**src/rtl/sp_ram_arb_pkg.sv**
```systemverilog
// Shared constants and helpers for the single-port RAM arbiter.
// The SP_RAM_ARB_FIXED_PRIO_EN build option is consumed by rr_arbiter.
package sp_ram_arb_pkg;

    localparam int unsigned MAX_REQ = 8;
    localparam int unsigned IDX_W   = 3;

    localparam logic RDWEN_WR = 1'b1;
    localparam logic RDWEN_RD = 1'b0;

    // Encoder for a one-hot (or zero) vector; zero input yields index 0.
    function automatic logic [IDX_W-1:0] onehot_to_idx(input logic [MAX_REQ-1:0] oh);
        logic [IDX_W-1:0] idx;
        idx = '0;
        for (int i = 0; i < MAX_REQ; i++) begin
            if (oh[i]) idx = idx | IDX_W'(i);
        end
        return idx;
    endfunction

endpackage

```
**src/rtl/rr_arbiter.sv**
```systemverilog
// Combinational round-robin grant with a registered rotation pointer.
// `define SP_RAM_ARB_FIXED_PRIO_EN gives index 0 absolute priority over the rest.
module rr_arbiter
    import sp_ram_arb_pkg::*;
#(
    parameter int unsigned N = 2
) (
    input  logic         CLK,
    input  logic         RST,
    input  logic [N-1:0] req,
    input  logic         advance,
    output logic [N-1:0] gnt
);

    localparam int unsigned PW = (N > 1) ? $clog2(N) : 1;
`ifdef SP_RAM_ARB_FIXED_PRIO_EN
    localparam logic [PW-1:0] RST_PTR = PW'(1);
`else
    localparam logic [PW-1:0] RST_PTR = '0;
`endif

    logic [PW-1:0]      ptr_q, ptr_d;
    logic [MAX_REQ-1:0] gnt_ext;
    logic [IDX_W-1:0]   gnt_idx;

    always_comb begin
        logic [PW-1:0] idx;
        logic          found;
        gnt   = '0;
        found = 1'b0;
        idx   = '0;
`ifdef SP_RAM_ARB_FIXED_PRIO_EN
        if (req[0]) begin
            gnt[0] = 1'b1;
            found  = 1'b1;
        end
        // Rotation covers 1..N-1 only; index 0 never enters the ring.
        for (int i = 0; i < N - 1; i++) begin
            idx = PW'(1 + (32'(ptr_q) - 1 + i) % (N - 1));
            if (!found && req[idx]) begin
                gnt[idx] = 1'b1;
                found    = 1'b1;
            end
        end
`else
        for (int i = 0; i < N; i++) begin
            idx = PW'((32'(ptr_q) + i) % N);
            if (!found && req[idx]) begin
                gnt[idx] = 1'b1;
                found    = 1'b1;
            end
        end
`endif
    end

    always_comb begin
        gnt_ext        = '0;
        gnt_ext[N-1:0] = gnt;
        gnt_idx        = onehot_to_idx(gnt_ext);
        ptr_d          = ptr_q;
        if (advance) begin
`ifdef SP_RAM_ARB_FIXED_PRIO_EN
            if (gnt_idx != '0) begin
                ptr_d = (32'(gnt_idx) == N - 1) ? PW'(1) : PW'(32'(gnt_idx) + 1);
            end
`else
            ptr_d = (32'(gnt_idx) == N - 1) ? '0 : PW'(32'(gnt_idx) + 1);
`endif
        end
    end

    always_ff @(posedge CLK) begin
        if (RST) ptr_q <= RST_PTR;
        else     ptr_q <= ptr_d;
    end

endmodule

```
**src/rtl/sp_ram_arbiter.sv**
```systemverilog
// Shares one single-port RAM macro among NUM_REQ requesters, one access per cycle.
// Honours `define SP_RAM_ARB_FIXED_PRIO_EN (requester 0 absolute priority) via rr_arbiter.
module sp_ram_arbiter
    import sp_ram_arb_pkg::*;
#(
    parameter int unsigned ADDR_WIDTH = 10,
    parameter int unsigned DATA_WIDTH = 64,
    parameter int unsigned NUM_REQ    = 2
) (
    input  logic                          CLK,
    input  logic                          RST,
    input  logic [NUM_REQ-1:0]            REQ_VALID,
    output logic [NUM_REQ-1:0]            REQ_READY,
    input  logic [NUM_REQ-1:0]            REQ_WR,
    input  logic [NUM_REQ*ADDR_WIDTH-1:0] REQ_ADDR,
    input  logic [NUM_REQ*DATA_WIDTH-1:0] REQ_WDATA,
    input  logic [NUM_REQ*DATA_WIDTH-1:0] REQ_BW,
    output logic [NUM_REQ-1:0]            RSP_VALID,
    output logic [DATA_WIDTH-1:0]         RSP_DATA,
    output logic [ADDR_WIDTH-1:0]         RAM_A,
    output logic [DATA_WIDTH-1:0]         RAM_DI,
    output logic [DATA_WIDTH-1:0]         RAM_BW,
    output logic                          RAM_CE,
    output logic                          RAM_RDWEN,
    input  logic [DATA_WIDTH-1:0]         RAM_DO
);

    logic [NUM_REQ-1:0] req_gated;
    logic [NUM_REQ-1:0] gnt;
    logic [NUM_REQ-1:0] rd_pend_q, rd_pend_d;
    logic [MAX_REQ-1:0] gnt_ext;
    logic [IDX_W-1:0]   sel;
    logic               sel_wr;

    // Masking requests during reset keeps the grant, RAM drive and pointer quiet.
    assign req_gated = REQ_VALID & {NUM_REQ{~RST}};

    rr_arbiter #(
        .N(NUM_REQ)
    ) u_rr_arbiter (
        .CLK     (CLK),
        .RST     (RST),
        .req     (req_gated),
        .advance (|gnt),
        .gnt     (gnt)
    );

    assign REQ_READY = gnt;

    always_comb begin
        gnt_ext              = '0;
        gnt_ext[NUM_REQ-1:0] = gnt;
        sel                  = onehot_to_idx(gnt_ext);
        sel_wr               = |(REQ_WR & gnt);
        RAM_CE               = 1'b0;
        RAM_RDWEN            = RDWEN_RD;
        RAM_A                = '0;
        RAM_DI               = '0;
        RAM_BW               = '0;
        if (|gnt) begin
            RAM_CE    = 1'b1;
            RAM_RDWEN = sel_wr ? RDWEN_WR : RDWEN_RD;
            RAM_A     = ADDR_WIDTH'(REQ_ADDR >> (32'(sel) * ADDR_WIDTH));
            RAM_DI    = DATA_WIDTH'(REQ_WDATA >> (32'(sel) * DATA_WIDTH));
            RAM_BW    = sel_wr ? DATA_WIDTH'(REQ_BW >> (32'(sel) * DATA_WIDTH)) : '0;
        end
    end

    assign rd_pend_d = gnt & ~REQ_WR;

    always_ff @(posedge CLK) begin
        if (RST) rd_pend_q <= '0;
        else     rd_pend_q <= rd_pend_d;
    end

    // A read accepted just before reset must not surface while RST is high.
    assign RSP_VALID = RST ? '0 : rd_pend_q;
    assign RSP_DATA  = (|RSP_VALID) ? RAM_DO : '0;

endmodule

```
**config.mk**
```make
export PLATFORM = sky130hd
export DESIGN_NAME = sp_ram_arbiter
export DESIGN_NICKNAME = d
export VERILOG_FILES = /design/src/rtl/sp_ram_arb_pkg.sv /design/src/rtl/rr_arbiter.sv /design/src/rtl/sp_ram_arbiter.sv
export SDC_FILE = /design/constraint.sdc
export NUM_CORES = 1
export LEC_CHECK = 0
export CAP_MARGIN = 20
export CORE_AREA = 5 5 212 214
export CTS_CLUSTER_DIAMETER = 150
export CTS_CLUSTER_SIZE = 8
export DETAILED_ROUTE_END_ITERATION = 7
export DIE_AREA = 0 0 217 219
export PLACE_DENSITY = 0.48
export SLEW_MARGIN = 30
export SYNTH_ARGS = -nofsm -noshare
export SYNTH_HDL_FRONTEND = slang
export SYNTH_SLANG_ARGS = --single-unit
```
**constraint.sdc**
```tcl
create_clock -name CLK -period 2.46 [get_ports CLK]
set_clock_uncertainty 0.1 [all_clocks]
set_input_delay 0.615 -clock CLK [delete_from_list [all_inputs] [get_ports CLK]]
set_output_delay 0.615 -clock CLK [all_outputs]
set_load 0.05 [all_outputs]
```
Word level (Yosys, flattened, before mapping) --
Cells that the tools add are included.
Word-level totals: RAM bits 0, bits in latches 0, input bits 346, memory bits (read-only) 0, bits in registers 3, output and inout port bits 208, memories kept 0, logic and storage cells 48
Cells by class: equality and inequality tests 1, shift-type cells 3, divide/modulo/power cells 0, bitwise operators 6, magnitude comparators 4, add/subtract/negate cells 2, multiplexer cells 22, multiply operators 1, reductions and logical operators 7
Operators with widths (count):
- $mux W64 | 4
- $shr A128 B9 Y64 | 2
- $shr A20 B7 Y10 | 1
- $mux W1 | 12
- $mux W10 | 1
- $and A2 B2 Y2 | 3
- $mul A3 B3 Y6 const B | 1
- $mux W2 | 3
- $reduce_or A2 Y1 | 3
- $lt A1 B2 Y1 const B | 2
- $logic_and A1 B1 Y1 | 3
- $add A1 B1 Y1 const B | 2
- $demux W1 S1 | 2
- $ge A1 B1 Y1 const B | 2
- $not A2 Y2 | 1
- $or A2 B2 Y2 | 1
- $eq A1 B1 Y1 const B | 1
- $logic_not A1 Y1 | 1
- $not A1 Y1 | 1

Longest topological paths before layout --
depth after elaboration 12, mapped depth 6, gate-level depth less buffers 3

Hierarchy --
A second synthesis with hierarchy kept.
Unflattened totals: cell total of the unflattened synthesis 408, area, all modules 2577.5 um^2
Modules (own cells, without submodules):
- sp_ram_arbiter | seq. area each 40.0 um^2, cells each 402, times used 1, area an instance 2523.7 um^2
- rr_arbiter | seq. area each 20.0 um^2, cells each 6, times used 1, area an instance 53.8 um^2

Worst setup path after synthesis --
No wires, ideal clock.
path kind input to output, start point in RST, end point out RAM_BW[43], stages on the path 6, path buffers 3, data required time 1.745 ns, data arrival time 2.490 ns, slack -0.745 ns, path through buf_4 nand2b_2 buf_4 buf_2 o21ai_0 a211oi_1
Between the ends: cells in the longest elaborated chain, start to end 12, elaborated cells on any way between the ends 19, those cells by class shift: 1; mux: 10; bitwise: 4; reduce/logical: 4
RTL lines:
- start, declared | line sp_ram_arbiter.sv:11 | input logic RST,
- $not A1 Y1 (*) | line sp_ram_arbiter.sv:36 | assign req_gated = REQ_VALID & {NUM_REQ{~RST}};
- $and A2 B2 Y2 (*) | line sp_ram_arbiter.sv:36
- $mux W1 (not written as such) (2 in series) | line rr_arbiter.sv:48 | if (!found && req[idx]) begin
- $mux W1 | line rr_arbiter.sv:48
- $logic_not A1 Y1 | line rr_arbiter.sv:48
- $logic_and A1 B1 Y1 | line rr_arbiter.sv:48
- $mux W2 (*) | line rr_arbiter.sv:48
- $mux W1 or $and A2 B2 Y2 (tied branches) | line sp_ram_arb_pkg.sv:16, sp_ram_arbiter.sv:54
- $shr A128 B9 Y64 or $reduce_or A2 Y1 (tied branches) | line sp_ram_arbiter.sv:65, sp_ram_arbiter.sv:54
- $mux W64 | line sp_ram_arbiter.sv:65 | RAM_BW = sel_wr ? DATA_WIDTH'(REQ_BW >> (32'(sel) * DATA_WIDTH)) : '0;
- $mux W64 (*) | line sp_ram_arbiter.sv:60 | if (|gnt) begin
- end, declared | line sp_ram_arbiter.sv:22 | output logic [DATA_WIDTH-1:0] RAM_BW,
Mark *: on every way between the ends. The rest lies on a longest branch, timed or not. The select of a mux whose other input is x is not followed.

Worst setup path after layout --
start point in REQ_VALID[0], end point out RAM_BW[1]
Between the ends: cells in the longest elaborated chain, start to end 11, elaborated cells on any way between the ends 18, those cells by class shift: 1; mux: 10; bitwise: 3; reduce/logical: 4
RTL lines:
- start, declared | line sp_ram_arbiter.sv:12 | input logic [NUM_REQ-1:0] REQ_VALID,
- $and A2 B2 Y2 (*) | line sp_ram_arbiter.sv:36
- $mux W1 (not written as such) (2 in series) | line rr_arbiter.sv:48
- $mux W1 | line rr_arbiter.sv:48
- $logic_not A1 Y1 | line rr_arbiter.sv:48
- $logic_and A1 B1 Y1 | line rr_arbiter.sv:48
- $mux W2 (*) | line rr_arbiter.sv:48
- $mux W1 or $and A2 B2 Y2 (tied branches) | line sp_ram_arb_pkg.sv:16, sp_ram_arbiter.sv:54
- $shr A128 B9 Y64 or $reduce_or A2 Y1 (tied branches) | line sp_ram_arbiter.sv:65, sp_ram_arbiter.sv:54
- $mux W64 | line sp_ram_arbiter.sv:65
- $mux W64 (*) | line sp_ram_arbiter.sv:60
Marked as above.

==> results.py <==
metrics = {
    "status": {
        "status": "finished with violations",
        "violations": "setup timing",
    },
    "synthesis": {
        "synth-xor-area-share_pct": 0,
        "ys_ff_latch": 3,
        "yosys-top-cells-count": "138 x nand3_1, 134 x o21ai_0, 75 x a21oi_1, 66 x and2_1, 64 x a211oi_1",
        "synthMuxAreaShare_pct": 0,
        "synth_top_area_share_pct": 21.49,
        "synth_edf_count": 0,
        "async_reset_ff_share_pct": 0,
        "synth-compound-area-share_pct": 48.85,
        "synth_fa_ha_area_share_pct": 0,
        "synth_seq_area_share_pct": 1.868,
        "synth.avg_cell_area_sq_um": 5.448,
        "synth_area_leaders": "nand3_1 21%, o21ai_0 21%, a211oi_1 15%",
        "synth.cell_area_sq_mm": 0.003214,
        "yosys.cell_types.count": 23,
        "synthFlopType": "dfxtp_1",
        "synth_nets": 936,
        "ys_warn_count": 0,
        "synth_simple_gate_area_share_pct": 36.67,
        "synth.most_common_cell": "nand3_1",
        "syn_inst": 590,
        "synth_top_family_by_area": "compound AO/OA/AOI/OAI gates",
        "yosysTopAreaCell": "nand3_1",
    },
    "routing": {
        "dr.pass1.iters": 4,
        "wirelength_microns": 36430,
        "via_per_inst": 4.114,
        "vias": 7248,
        "drc_errors": 0,
        "wl_per_cell_microns": 20.68,
        "drt_first_iter_violations": 229,
        "antenna_left": 0,
    },
    "clocking": {
        "h-tree-depth": 1,
        "cts_buffers": 3,
        "cts_hold_buf": 0,
        "cts_tree": "built",
        "clock_sinks": 3,
        "clockRootBuffer": "clkbuf_16",
        "clockBufferDepth": 2,
        "clk_pin_slew_ns": 0.03,
        "insertion_delay_ns": 0.23,
    },
    "placed_design": {
        "place_hpwl_microns": 27880,
        "place.gp.congestion": 0.8185,
        "io_buffers": 553,
        "post-place-ws_ns": -0.6846,
    },
    "sta": {
        "setup_viol": 140,
        "period_share_pct": 108.8,
        "fmax_ghz": 0.3736,
        "hold_viol_final": 0,
        "tightest_slew_ns": 0.3730,
        "timing.final.crit_period_ns": 2.676,
        "fin_ws_ns": -0.2164,
        "drv_slew": 0,
        "slew_headroom_pct": 74.97,
        "rsz0062_at_grt": "true",
    },
    "critical_path": {
        "end_kind": "primary output",
        "cp-startpoint": "REQ_VALID[0]",
        "crit_fanout": 7,
        "path_class": "primary input to primary output",
        "worstPathRequired_ns": 1.75,
        "r2r_slack_ns": 1.12,
        "worst-endpoint-arrival_ns": 1.96,
        "r2r-start": "u_rr_arbiter.ptr_q",
        "startpoint_type": "primary input",
    },
    "global_routing": {
        "grt_max_degree": 56,
        "grt_use_met1_pct": 14.74,
        "grtUsageTotal_pct": 13.85,
        "grt_busiest_layer": "met2",
        "grt_use_met2_pct": 26.66,
        "grt_pass1_wl_microns": 50800,
        "antenna_found_initial": 4,
        "overflow": 0,
        "grt_pass1_vias": 7923,
        "grt_use_met3_pct": 5.146,
    },
    "die": {
        "initial_utilization_pct": 7.528,
        "fp.dieH_microns": 219,
        "rows": 76,
        "core_sq_mm": 0.04270,
        "ioPinCount": 554,
        "dieArea_sq_mm": 0.04752,
        "die_w_microns": 217,
    },
    "power_and_ir_drop": {
        "ir_drop_v": 0.0002194,
        "leakagePower_nw": 4.968,
        "powerDensity_mw_per_mm2": 245.9,
    },
    "cells_and_area": {
        "nFillCells": 4344,
        "nNetsFinal": 1559,
        "drive_gt1_share_pct": 52.15,
        "fin_util_pct": 33.77,
        "area_growth_pct": 348.5,
    },
    "hold_path": {
        "hold_path.class": "flip-flop to flip-flop",
        "hp-start": "u_rr_arbiter.ptr_q",
    },
    "flow_run": {
        "cap_violations": 0,
    },
}
-- logic make-up after synthesis --
logic type	Yosys count
buf+inv	90
flops	3
simple gates	217
compound gates	280
-- timing repair --
item	CTS	global route
endpoints found under the setup margin	157	178
gates cloned	15	4
gates resized for setup	283	184
pin swaps	30	34
buffers inserted	28	13
-- worst max-delay path: stages --
cell	delay [ns]
buf_8	0.10
buf_6	0.11
nand2b_4	0.09
buf_12	0.12
buf_12	0.11
buf_12	0.14
buf_12	0.15
nand3_2	0.10
a211oi_4	0.22
buf_6	0.19
-- sequential cells by signal, indices dropped and copies added (netlist names) --
name                cells
u_rr_arbiter.ptr_q      1
rd_pend_q               2
-- worst paths after layout --
path	end	cells after the start
max	RAM_BW[1]	10
min	u_rr_arbiter.ptr_q	1
max reg2reg	rd_pend_q[1]	4
min reg2reg	u_rr_arbiter.ptr_q	1
-- final cells by class --
| class | count | area [sq um] | share of cell area [%] |
|---|---|---|---|
| Timing Repair Buffer | 707 | 8781 | 60.91 |
| Multi-Input combinational cell | 497 | 4797 | 33.28 |
| Antenna cell | 4 | 10.01 | 0.06943 |
| Tap cell | 546 | 683.2 | 4.739 |
| Clock buffer | 4 | 78.83 | 0.5468 |
| Sequential cell | 3 | 60.06 | 0.4166 |
| Inverter | 1 | 6.256 | 0.04340 |
-- per-layer routing --
metal	routed length (microns)	part of all wire [%]
met4	644	1.8
met5	0	0
met3	3399	9.3
met2	19510	54
met1	12880	35
-- metrics by stage --
stage               total power [mW]  instance area [sq um]  hold WS, ns  cells  TNS, ns
floorplan                      1.327                   4664       0.3901    590   -22.28
global placement               2.743                  12000       0.4271   1702   -77.68
detailed placement             2.746                  12000       0.4409   1702   -81.47
CTS                            3.444                  13770       0.4474   1749   -21.57
global route                   3.702                  14410       0.4742   1759   -25.34
finish                         3.545                  14420       0.4495   1762   -18.52
-- cells in the final DEF (no fill, tap or decap), types with 29 or more instances in the layout --
| master | instances |
|---|---|
| o21ai_1 | 94 |
| and2_1 | 56 |
| buf_6 | 129 |
| nand3_4 | 29 |
| buf_4 | 71 |
| a211oi_4 | 63 |
| nand3_2 | 54 |
| buf_12 | 132 |
| clkdlybuf4s50_1 | 340 |
| a21oi_2 | 47 |
| nand3_1 | 55 |
-- where the power goes --
| part | leakage [nW] | internal [mW] | switching (mW) | total [mW] |
|---|---|---|---|---|
| clock | 0.0382 | 0.214 | 0.0467 | 0.261 |
| sequential | 0.0247 | 0.0516 | 0.00287 | 0.0545 |
| combinational | 4.91 | 1.63 | 1.60 | 3.23 |
| total | 4.97 | 1.89 | 1.65 | 3.54 |
No activity file was read; power rests on OpenSTA's default activity.
